File: config.mk
export PLATFORM = sky130hd
export DESIGN_NAME = gain_channel_scheduler
export DESIGN_NICKNAME = d
export VERILOG_FILES = /design/src/rtl/gain_sched_pkg.sv /design/src/rtl/gain_channel_scheduler_rr_arbiter.sv /design/src/rtl/gain_channel_scheduler.sv
export SDC_FILE = /design/constraint.sdc
export NUM_CORES = 1
export LEC_CHECK = 0
export CAP_MARGIN = 20
export CELL_PAD_IN_SITES_DETAIL_PLACEMENT = 1
export CELL_PAD_IN_SITES_GLOBAL_PLACEMENT = 2
export CORE_MARGIN = 8
export CORE_UTILIZATION = 33
export CTS_BUF_LIST = sky130_fd_sc_hd__clkbuf_4 sky130_fd_sc_hd__clkbuf_8
export CTS_CLUSTER_DIAMETER = 60
export DETAILED_ROUTE_END_ITERATION = 8
export PLACE_DENSITY = 0.89
export RECOVER_POWER = 25
export SYNTH_ARGS = -nofsm -noshare
export SYNTH_HDL_FRONTEND = slang
export SYNTH_HIERARCHICAL = 1
export SYNTH_SLANG_ARGS = --single-unit
File: constraint.sdc
create_clock -name clock -period 4.4 [get_ports clock]
set_clock_uncertainty 0.1 [all_clocks]
set_input_delay 0.88 -clock clock [delete_from_list [all_inputs] [get_ports clock]]
set_output_delay 0.88 -clock clock [all_outputs]
set_load 0.05 [all_outputs]
File: src/rtl/gain_sched_pkg.sv
// Shared types, widths and FSM encoding for the gain channel scheduler.
// Also holds the gain ramp step helper used when GAIN_SCHED_RAMP_EN is defined.
package gain_sched_pkg;

    localparam int SAMPLE_W = 12;
    localparam int GAIN_W   = 9;

    typedef logic        [SAMPLE_W-1:0] sample_t;
    typedef logic signed [GAIN_W-1:0]   gain_t;

    typedef enum logic [1:0] {
        ST_IDLE      = 2'd0,
        ST_ISSUE     = 2'd1,
        ST_WAIT_DONE = 2'd2,
        ST_WRITEBACK = 2'd3
    } state_t;

    // Move one LSB toward the target so a gain change never jumps.
    function automatic gain_t ramp_step(input gain_t cur, input gain_t tgt);
        if (cur < tgt)
            return cur + gain_t'(1);
        else if (cur > tgt)
            return cur - gain_t'(1);
        else
            return cur;
    endfunction

endpackage

File: src/rtl/gain_channel_scheduler_rr_arbiter.sv
// Combinational round-robin arbiter: grants the first requester at or after
// i_ptr, wrapping from NUM_CH-1 back to 0.
module rr_arbiter #(
    parameter int NUM_CH = 4,
    parameter int IDX_W  = 2
) (
    input  logic [NUM_CH-1:0] i_req,
    input  logic [IDX_W-1:0]  i_ptr,
    output logic [NUM_CH-1:0] o_grant,
    output logic [IDX_W-1:0]  o_grant_idx,
    output logic              o_any_req
);

    logic w_found;

    always_comb begin
        o_grant     = '0;
        o_grant_idx = '0;
        w_found     = 1'b0;
        for (int k = 0; k < NUM_CH; k++) begin
            int w_pos;
            w_pos = int'(i_ptr) + k;
            if (w_pos >= NUM_CH)
                w_pos = w_pos - NUM_CH;
            if (!w_found && i_req[w_pos]) begin
                w_found         = 1'b1;
                o_grant[w_pos]  = 1'b1;
                o_grant_idx     = IDX_W'(w_pos);
            end
        end
        o_any_req = |i_req;
    end

endmodule

File: src/rtl/gain_channel_scheduler.sv
// Time-shares one variable-gain datapath among NUM_CH channels, round-robin.
// Optional macro GAIN_SCHED_RAMP_EN: per-channel gain ramps one LSB per grant.
module gain_channel_scheduler
    import gain_sched_pkg::*;
#(
    parameter int NUM_CH         = 4,
    parameter int TIMEOUT_CYCLES = 15
) (
    input  logic                       clock,
    input  logic                       reset_n,
    input  logic [NUM_CH-1:0]          ch_sample_valid,
    input  logic [NUM_CH*SAMPLE_W-1:0] ch_sample,
    input  logic [NUM_CH*GAIN_W-1:0]   ch_gain,
    output logic                       gu_start,
    output logic [SAMPLE_W-1:0]        gu_sample,
    output logic [GAIN_W-1:0]          gu_gain,
    input  logic [SAMPLE_W-1:0]        gu_result,
    input  logic                       gu_done,
    output logic [NUM_CH-1:0]          out_valid,
    output logic [NUM_CH*SAMPLE_W-1:0] out_sample,
    output logic [NUM_CH-1:0]          overrun,
    output logic                       timeout_err,
    output logic                       busy
);

    localparam int IDX_W = $clog2(NUM_CH);
    localparam int CNT_W = $clog2(TIMEOUT_CYCLES + 1);

    state_t              r_state;
    state_t              w_next_state;
    logic [NUM_CH-1:0]   r_pending;
    logic [NUM_CH-1:0]   r_overrun;
    logic [NUM_CH-1:0]   r_out_valid;
    sample_t             r_hold       [NUM_CH];
    sample_t             r_out_sample [NUM_CH];
    gain_t               w_ch_gain    [NUM_CH];
    logic [IDX_W-1:0]    r_rr_ptr;
    logic [IDX_W-1:0]    r_grant_idx;
    logic [IDX_W-1:0]    w_grant_idx;
    logic [NUM_CH-1:0]   w_grant;
    logic [NUM_CH-1:0]   w_clear;
    logic                w_any_req;
    logic                w_take;
    logic                w_timeout;
    logic [CNT_W-1:0]    r_tcnt;
    sample_t             r_gu_sample;
    gain_t               r_gu_gain;
    logic                r_timeout_err;
`ifdef GAIN_SCHED_RAMP_EN
    gain_t               r_cur_gain   [NUM_CH];
`endif

    rr_arbiter #(
        .NUM_CH (NUM_CH),
        .IDX_W  (IDX_W)
    ) u_arb (
        .i_req       (r_pending),
        .i_ptr       (r_rr_ptr),
        .o_grant     (w_grant),
        .o_grant_idx (w_grant_idx),
        .o_any_req   (w_any_req)
    );

    always_comb begin
        for (int i = 0; i < NUM_CH; i++)
            w_ch_gain[i] = gain_t'(ch_gain[i*GAIN_W +: GAIN_W]);
    end

    assign w_take  = (r_state == ST_IDLE) && w_any_req;
    assign w_clear = w_take ? w_grant : '0;

    always_ff @(posedge clock or negedge reset_n) begin
        if (!reset_n)
            r_state <= ST_IDLE;
        else
            r_state <= w_next_state;
    end

    // r_tcnt == 0 marks the first WAIT_DONE cycle, where a stale done is ignored.
    always_comb begin
        w_next_state = r_state;
        w_timeout    = 1'b0;
        case (r_state)
            ST_IDLE:      if (w_any_req) w_next_state = ST_ISSUE;
            ST_ISSUE:     w_next_state = ST_WAIT_DONE;
            ST_WAIT_DONE: begin
                if ((r_tcnt != '0) && gu_done) begin
                    w_next_state = ST_WRITEBACK;
                end else if (r_tcnt == CNT_W'(TIMEOUT_CYCLES - 1)) begin
                    w_next_state = ST_IDLE;
                    w_timeout    = 1'b1;
                end
            end
            ST_WRITEBACK: w_next_state = ST_IDLE;
            default:      w_next_state = ST_IDLE;
        endcase
    end

    always_ff @(posedge clock or negedge reset_n) begin
        if (!reset_n) begin
            r_pending     <= '0;
            r_overrun     <= '0;
            r_out_valid   <= '0;
            r_rr_ptr      <= '0;
            r_grant_idx   <= '0;
            r_tcnt        <= '0;
            r_gu_sample   <= '0;
            r_gu_gain     <= '0;
            r_timeout_err <= 1'b0;
            for (int i = 0; i < NUM_CH; i++) begin
                r_hold[i]       <= '0;
                r_out_sample[i] <= '0;
`ifdef GAIN_SCHED_RAMP_EN
                r_cur_gain[i]   <= '0;
`endif
            end
        end else begin
            r_pending   <= (r_pending & ~w_clear) | ch_sample_valid;
            r_out_valid <= '0;
            for (int i = 0; i < NUM_CH; i++) begin
                if (ch_sample_valid[i]) begin
                    r_hold[i] <= ch_sample[i*SAMPLE_W +: SAMPLE_W];
                    if (r_pending[i] && !w_clear[i])
                        r_overrun[i] <= 1'b1;
                end
            end
            if (w_take) begin
                r_grant_idx <= w_grant_idx;
                r_gu_sample <= r_hold[w_grant_idx];
                r_rr_ptr    <= (w_grant_idx == IDX_W'(NUM_CH - 1)) ? '0
                                                                 : w_grant_idx + IDX_W'(1);
`ifdef GAIN_SCHED_RAMP_EN
                r_gu_gain                <= r_cur_gain[w_grant_idx];
                r_cur_gain[w_grant_idx]  <= ramp_step(r_cur_gain[w_grant_idx],
                                                      w_ch_gain[w_grant_idx]);
`else
                r_gu_gain   <= w_ch_gain[w_grant_idx];
`endif
            end
            if (r_state == ST_ISSUE)
                r_tcnt <= '0;
            else if (r_state == ST_WAIT_DONE)
                r_tcnt <= r_tcnt + CNT_W'(1);
            if (w_timeout)
                r_timeout_err <= 1'b1;
            if (r_state == ST_WRITEBACK) begin
                r_out_sample[r_grant_idx] <= gu_result;
                r_out_valid               <= NUM_CH'(1) << r_grant_idx;
            end
        end
    end

    for (genvar g = 0; g < NUM_CH; g++) begin : g_out
        assign out_sample[g*SAMPLE_W +: SAMPLE_W] = r_out_sample[g];
    end

    assign gu_start    = (r_state == ST_ISSUE);
    assign busy        = (r_state != ST_IDLE);
    assign gu_sample   = r_gu_sample;
    assign gu_gain     = r_gu_gain;
    assign out_valid   = r_out_valid;
    assign overrun     = r_overrun;
    assign timeout_err = r_timeout_err;

endmodule

==> flow_summary.toml, run 1 <==
[yosys]
synth_nets = 587
ys.flop_type = "dfrtp_1"
ys_seq_area_share_pct = 54.90
yosysWarnings = 6
synth-edff-count = 0
synthTopCellsByArea = "dfrtp_1, mux2_2, mux4_2"
synth_common_cells = "dfrtp_1, mux2_2, nand2_1"
yosys.cell_types.count = 41
ys_seq_elements = 140
synth_most_common_cell = "dfrtp_1"
avgSynthCellArea_um2 = 13.66
synth_top_area_cell = "dfrtp_1"
netlist_instances = 467
synth.cell_area_um2 = 6381
async_reset_ff_share_pct = 100.0
synth_top_area_share_pct = 54.90

[sta]
worst_pin_slew_ps = 994.0
max-slew-margin-rel_pct = 33.73
final_max_slew_viol_count = 0
rsz0062_at_grt = "no"
fin_crit_sh_pct = 82.80
fmax_ghz = 0.2745
setup-violations-final = 0
hold_viol = 0
fin_setup_tns_ps = 0
min_period_ps = 3643

[final_layout]
layout.nets = 774
area_growth_syn_to_layout_pct = 40.24
fin_area_um2 = 8949
finalNonFillerCells = 932
antennaDiodeCount = 0
drive_gt1_share_pct = 25.19

[global_route]
track_usage_pct = 16.24
antenna_found_initial = 1
grt_pass1_vias = 5316
grt_pass1_wl_mm = 30.37
grt_max_degree = 116
grt_overflow_total = 0

[routing]
dr_total_vias = 4558
routed_wl_mm = 19.31
drt_iter0_markers = 174
wl_per_cell_um = 20.72
viasPerCell = 4.891
antenna_left = 0
first_pass_iters = 4
drc_errors = 0

[cts]
cts_tree = "yes"
insertion_delay_ps = 430
clk_pin_slew_ps = 80
ctsResizeCount = 0
cts_buffers = 17
cts_setup_buffers = 0
clock_path_buffers = 2
holdBufCountCts = 0
ctsRootBufferMaster = "clkbuf_8"
cts_sinks = 140
cts.htree.levels = 4

[floorplan]
ios = 183
fp.dieArea_um2 = 24040
coreArea_um2 = 19210
rows = 51
die_w_um = 155.1
start_util_pct = 33.22
die_height_um = 155.1

[worst_setup_path]
arrival_ps = 3870
start_kind = "flop"
critPathKind = "reg2reg"
cp.required_ps = 4620
cp_slowest_cell = "o31ai_4"
worstPathCellList = "inv_1, ha_1, mux4_2, nor2_1, o31ai_4, buf_4, mux4_2, mux2_2"
critPathTopFamily = "multiplexers"
cp.buffers_inverters = 2
path_max_fanout = 13
cp_slowest_stage_delay_ps = 800
cp-end-kind = "flop"
cp_common_cell = "mux4_2"

[placement]
place_area_um2 = 8454
gp_congestion = 0.8139
dp_cells = 898
io_buffer_count = 182
place_hpwl_mm = 14.13

[power_and_ir_drop]
power.density_nw_per_um2 = 814.7
ir_worst_vdd_v = 0.0003398
p_leak_nw = 3.777

[status]
status = "finished, final reports clean"

[min_path]
worstHoldPathType = "reg2reg"

[run]
max_cap_viol_count = 0
==> per-layer routing <==
| layer | up-vias | track usage (%) | share of wire, % | wire length (um) |
|---|---|---|---|---|
| met5 | - | 0 | 0.067 | 13 |
| met4 | 2 | 4.246 | 1.4 | 271 |
| met3 | 22 | 5.659 | 6.5 | 1252 |
| met2 | 146 | 27.11 | 50 | 9574 |
| met1 | 2348 | 19.66 | 42 | 8199 |
| li1 | 2040 | - | - | - |
==> path summary, 6_finish.rpt <==
check / start / end / slack [ps] / cells past startpoint
hold / removal: timeout_err / timeout_err / 380 / 1
max in group asynchronous: reset_n / out_sample[36] / 2350 / 3
hold reg to reg: timeout_err / timeout_err / 380 / 1
setup / recovery: r_rr_ptr[1] / gu_gain[7] / 760 / 8
min in group asynchronous: reset_n / r_hold[19] / 470 / 1
setup reg to reg: r_rr_ptr[1] / gu_gain[7] / 760 / 8
==> cell families (layout without fill, tap and decap cells) <==
group,count (synthesis),in the layout,share of synthesized area [%]
AOI/OAI and AO/OA,42,42,4.588
adders and majority gates,17,17,3.333
muxes,124,124,26.49
buffers and inverters,36,236,3.098
and+or+nand+nor,108,108,7.588
DFF,140,140,54.90
==> cell type report <==
class / instances / area (um^2)
timing repair buffer: 190 / 1899
clock inverter: 13 / 214.0
tap: 265 / 331.6
inverter: 14 / 52.55
fill: 1992 / 10260
clock buffer: 19 / 249.0
sequential: 140 / 3503
multi-input combinational: 291 / 2699
==> where the power goes <==
| group | total, mW | internal [mW] | switching, mW | leakage (nW) |
|---|---|---|---|---|
| clock | 1.21 | 0.693 | 0.516 | 0.228 |
| combinational | 4.03 | 1.63 | 2.40 | 1.91 |
| sequential | 2.05 | 1.73 | 0.316 | 1.64 |
| total | 7.29 | 4.06 | 3.23 | 3.78 |
==> registers in the layout, indices dropped and copies added (netlist names) <==
signal,flops
gu_gain,9
gu_sample,12
out_sample,48
out_valid,4
overrun,4
r_grant_idx,2
r_hold,48
r_pending,4
r_rr_ptr,2
r_state,2
r_tcnt,4
timeout_err,1
==> worst reg2reg max path, cell delays in order (launching register included) <==
cell     delay (ps)
dfrtp_1         390
inv_1           140
ha_1            350
mux4_2          410
nor2_1          120
o31ai_4         800
buf_4           420
mux4_2          540
mux2_2          280
==> stage by stage <==
stage | hold slack, ps | power, mW | setup slack [ps] | utilization, %
floorplan | 371.9 | 4.826 | 1203 | -
finish | 380.6 | 7.290 | 756.8 | 46.59
detailed placement | 359.7 | 6.114 | 729.2 | 44.02
global route | 402.7 | 7.681 | 506.9 | 46.59
global placement | 360.3 | 5.958 | 848.1 | 44.02
CTS | 383.0 | 7.385 | 683.9 | 46.43
==> placed cells by master, fill, tap and decap left out, drive strengths merged, types with 2 or more instances in the layout <==
master         instances
a31o                   4
mux2i                  2
o21ai                 11
o211ai                 2
a21oi                  3
mux2                  97
clkinvlp               2
nor3                   2
a22oi                  8
nand3b                 3
clkdlybuf4s50        181
nor2b                  3
nor2                   4
buf                    8
bufinv                 5
dfrtp                140
ha                    17
clkbuf                20
nand2                 81
o31ai                  2
inv                   16
mux4                  25
nand2b                 2
clkinv                 4
nor3b                  2
nand3                 10
a21o                   5
(Power assumes the default switching activity.)
==> inputs of run 2 (changes only) <==
- clock period: 4.4 -> 3.4 ns (I/O delays scaled with it)
==> run 2 against run 1 <==
Compared with the run above:
- the run now ends with max-capacitance violations, max-slew violations left
- wire length is 2.4% lower
- setup slack got worse by 590 ps
- via count increased by 0.70%
- critical path depth is 1 higher
- cell count rose by 0.11%
- critical path type unchanged
==> flow_summary.toml, run 2 (synthesis gave the netlist of run 1 again) <==
[status]
status = "finished with violations"
violations = "max-capacitance violations, max-slew violations"

[final_layout]
finalNonFillerCells = 933
antennaDiodeCount = 0
layout.nets = 775
area_growth_syn_to_layout_pct = 39.24
final_common_cell = "clkdlybuf4s50_1"
drive_gt1_share_pct = 25.45
most-common-layout-cells = "clkdlybuf4s50_1, dfrtp_1, mux2_2"
fin_area_um2 = 8885

[floorplan]
die_height_um = 155.1
coreArea_um2 = 19210
ios = 183
fp.dieArea_um2 = 24040
die_w_um = 155.1
rows = 51
start_util_pct = 33.22

[sta]
fin_ws_ps = 166.1
fin_setup_tns_ps = 0
fin_crit_sh_pct = 95.11
hold_viol = 0
worst_pin_slew_ps = 2445
final_max_slew_viol_count = 97
fmax_ghz = 0.3092
min_period_ps = 3234
setup-violations-final = 0
rsz0062_at_grt = "no"
max-slew-margin-rel_pct = -62.98

[routing]
drc_errors = 0
first_pass_iters = 5
routed_wl_mm = 18.85
dr_total_vias = 4590
drt_iter0_markers = 174
antenna_left = 0
wl_per_cell_um = 20.20
viasPerCell = 4.920

[cts]
cts_tree = "yes"
insertion_delay_ps = 450
ctsResizeCount = 0
clk_pin_slew_ps = 90
cts_setup_buffers = 0
cts_sinks = 140
holdBufCountCts = 0
clock_path_buffers = 2
cts.htree.levels = 4
ctsRootBufferMaster = "clkbuf_8"
cts_buffers = 17

[worst_setup_path]
worst_setup_path_startpoint = "r_rr_ptr[0]"
worst_r2r_startpoint = "r_rr_ptr[0]"
worst-r2r-cell-count = 9
r2r-end = "gu_sample[11]"
path_max_fanout = 24
arrival_ps = 3460
start_kind = "flop"
critPathKind = "reg2reg"
cp-end-kind = "flop"
rrSetupSlack_ps = 170
cp.required_ps = 3630

[placement]
place_area_um2 = 8489
gp_congestion = 0.7904
io_buffer_count = 182
place_hpwl_mm = 14.17
dp_cells = 901
dp_slack_ps = 185.2

[min_path]
min_delay_path_depth = 1
hold-path-endpoint = "timeout_err"
hold_start = "timeout_err"
worstHoldPathType = "reg2reg"

[global_route]
grt_pass1_wl_mm = 30.04
grt_max_degree = 97
track_usage_pct = 16.13
grt_pass1_vias = 5249
grt_overflow_total = 0
antenna_found_initial = 1

[power_and_ir_drop]
p_leak_nw = 3.756
power.density_nw_per_um2 = 1038
ir_worst_vdd_v = 0.0004107
p_total_mw = 9.223

[run]
max_cap_viol_count = 1
==> run 2: cell types whose count changed in the layout (fill, tap and decap cells not counted), moves of 2 or more <==
| cell | change |
|---|---|
| clkbuf_4 | -2 |
| inv_6 | +3 |
| inv_8 | +3 |
| buf_4 | +2 |
| bufinv_16 | -4 |
==> run 2: power by group <==
group,switching (mW),internal [mW]
registers,0.412,2.24
clock network,0.726,0.630
logic,3.08,2.13
==> run 2: worst max-delay path: stages (launching register included) <==
cell	delay, ps
dfrtp_1	370
inv_1	90
ha_1	450
mux4_2	480
nor2b_4	230
o21ai_0	170
o31ai_4	110
buf_12	250
mux4_1	570
mux2_2	270
==> run 2: layout make-up <==
type	instances	area, um^2
inverter	14	52.55
multi-input combinational	291	2699
timing repair buffer	191	1897
tap	265	331.6
sequential	140	3503
clock inverter	14	153.9
fill	1983	10320
clock buffer	18	247.7
==> run 2: metrics by stage <==
| stage | utilization [%] | hold WS (ps) |
|---|---|---|
| after CTS | 46.29 | 238.4 |
| after global routing | 46.26 | 411.1 |
| after detailed placement | 44.20 | 366.2 |
| after floorplan | - | 284.4 |
| after global placement | 44.20 | 362.0 |
| final | 46.26 | 381.1 |
==> run 2: layer usage <==
layer / global-route usage, % / part of all wire, % / vias to the layer above
met5: 0 / 0.069 / -
met4: 4.153 / 0.97 / 2
met3: 5.853 / 7.7 / 17
met2: 26.90 / 49 / 155
met1: 19.43 / 42 / 2367
li1: - / - / 2049
==> run 2: worst max-delay path by stage <==
stage / end / slack [ps] / cells after the start
floorplan: gu_sample[2] / 200 / 12
global placement: gu_gain[8] / 330 / 9
detailed placement: gu_gain[0] / 190 / 9
CTS: gu_gain[0] / 180 / 9
global route: gu_gain[8] / 30 / 9
finish: gu_sample[11] / 170 / 9
==> inputs of run 3 (changes only) <==
- ABC_CLOCK_PERIOD_IN_PS: not set -> 3400
==> results of run 3 <==
The final DEF is identical to that of run 2; final timing and power are the same.
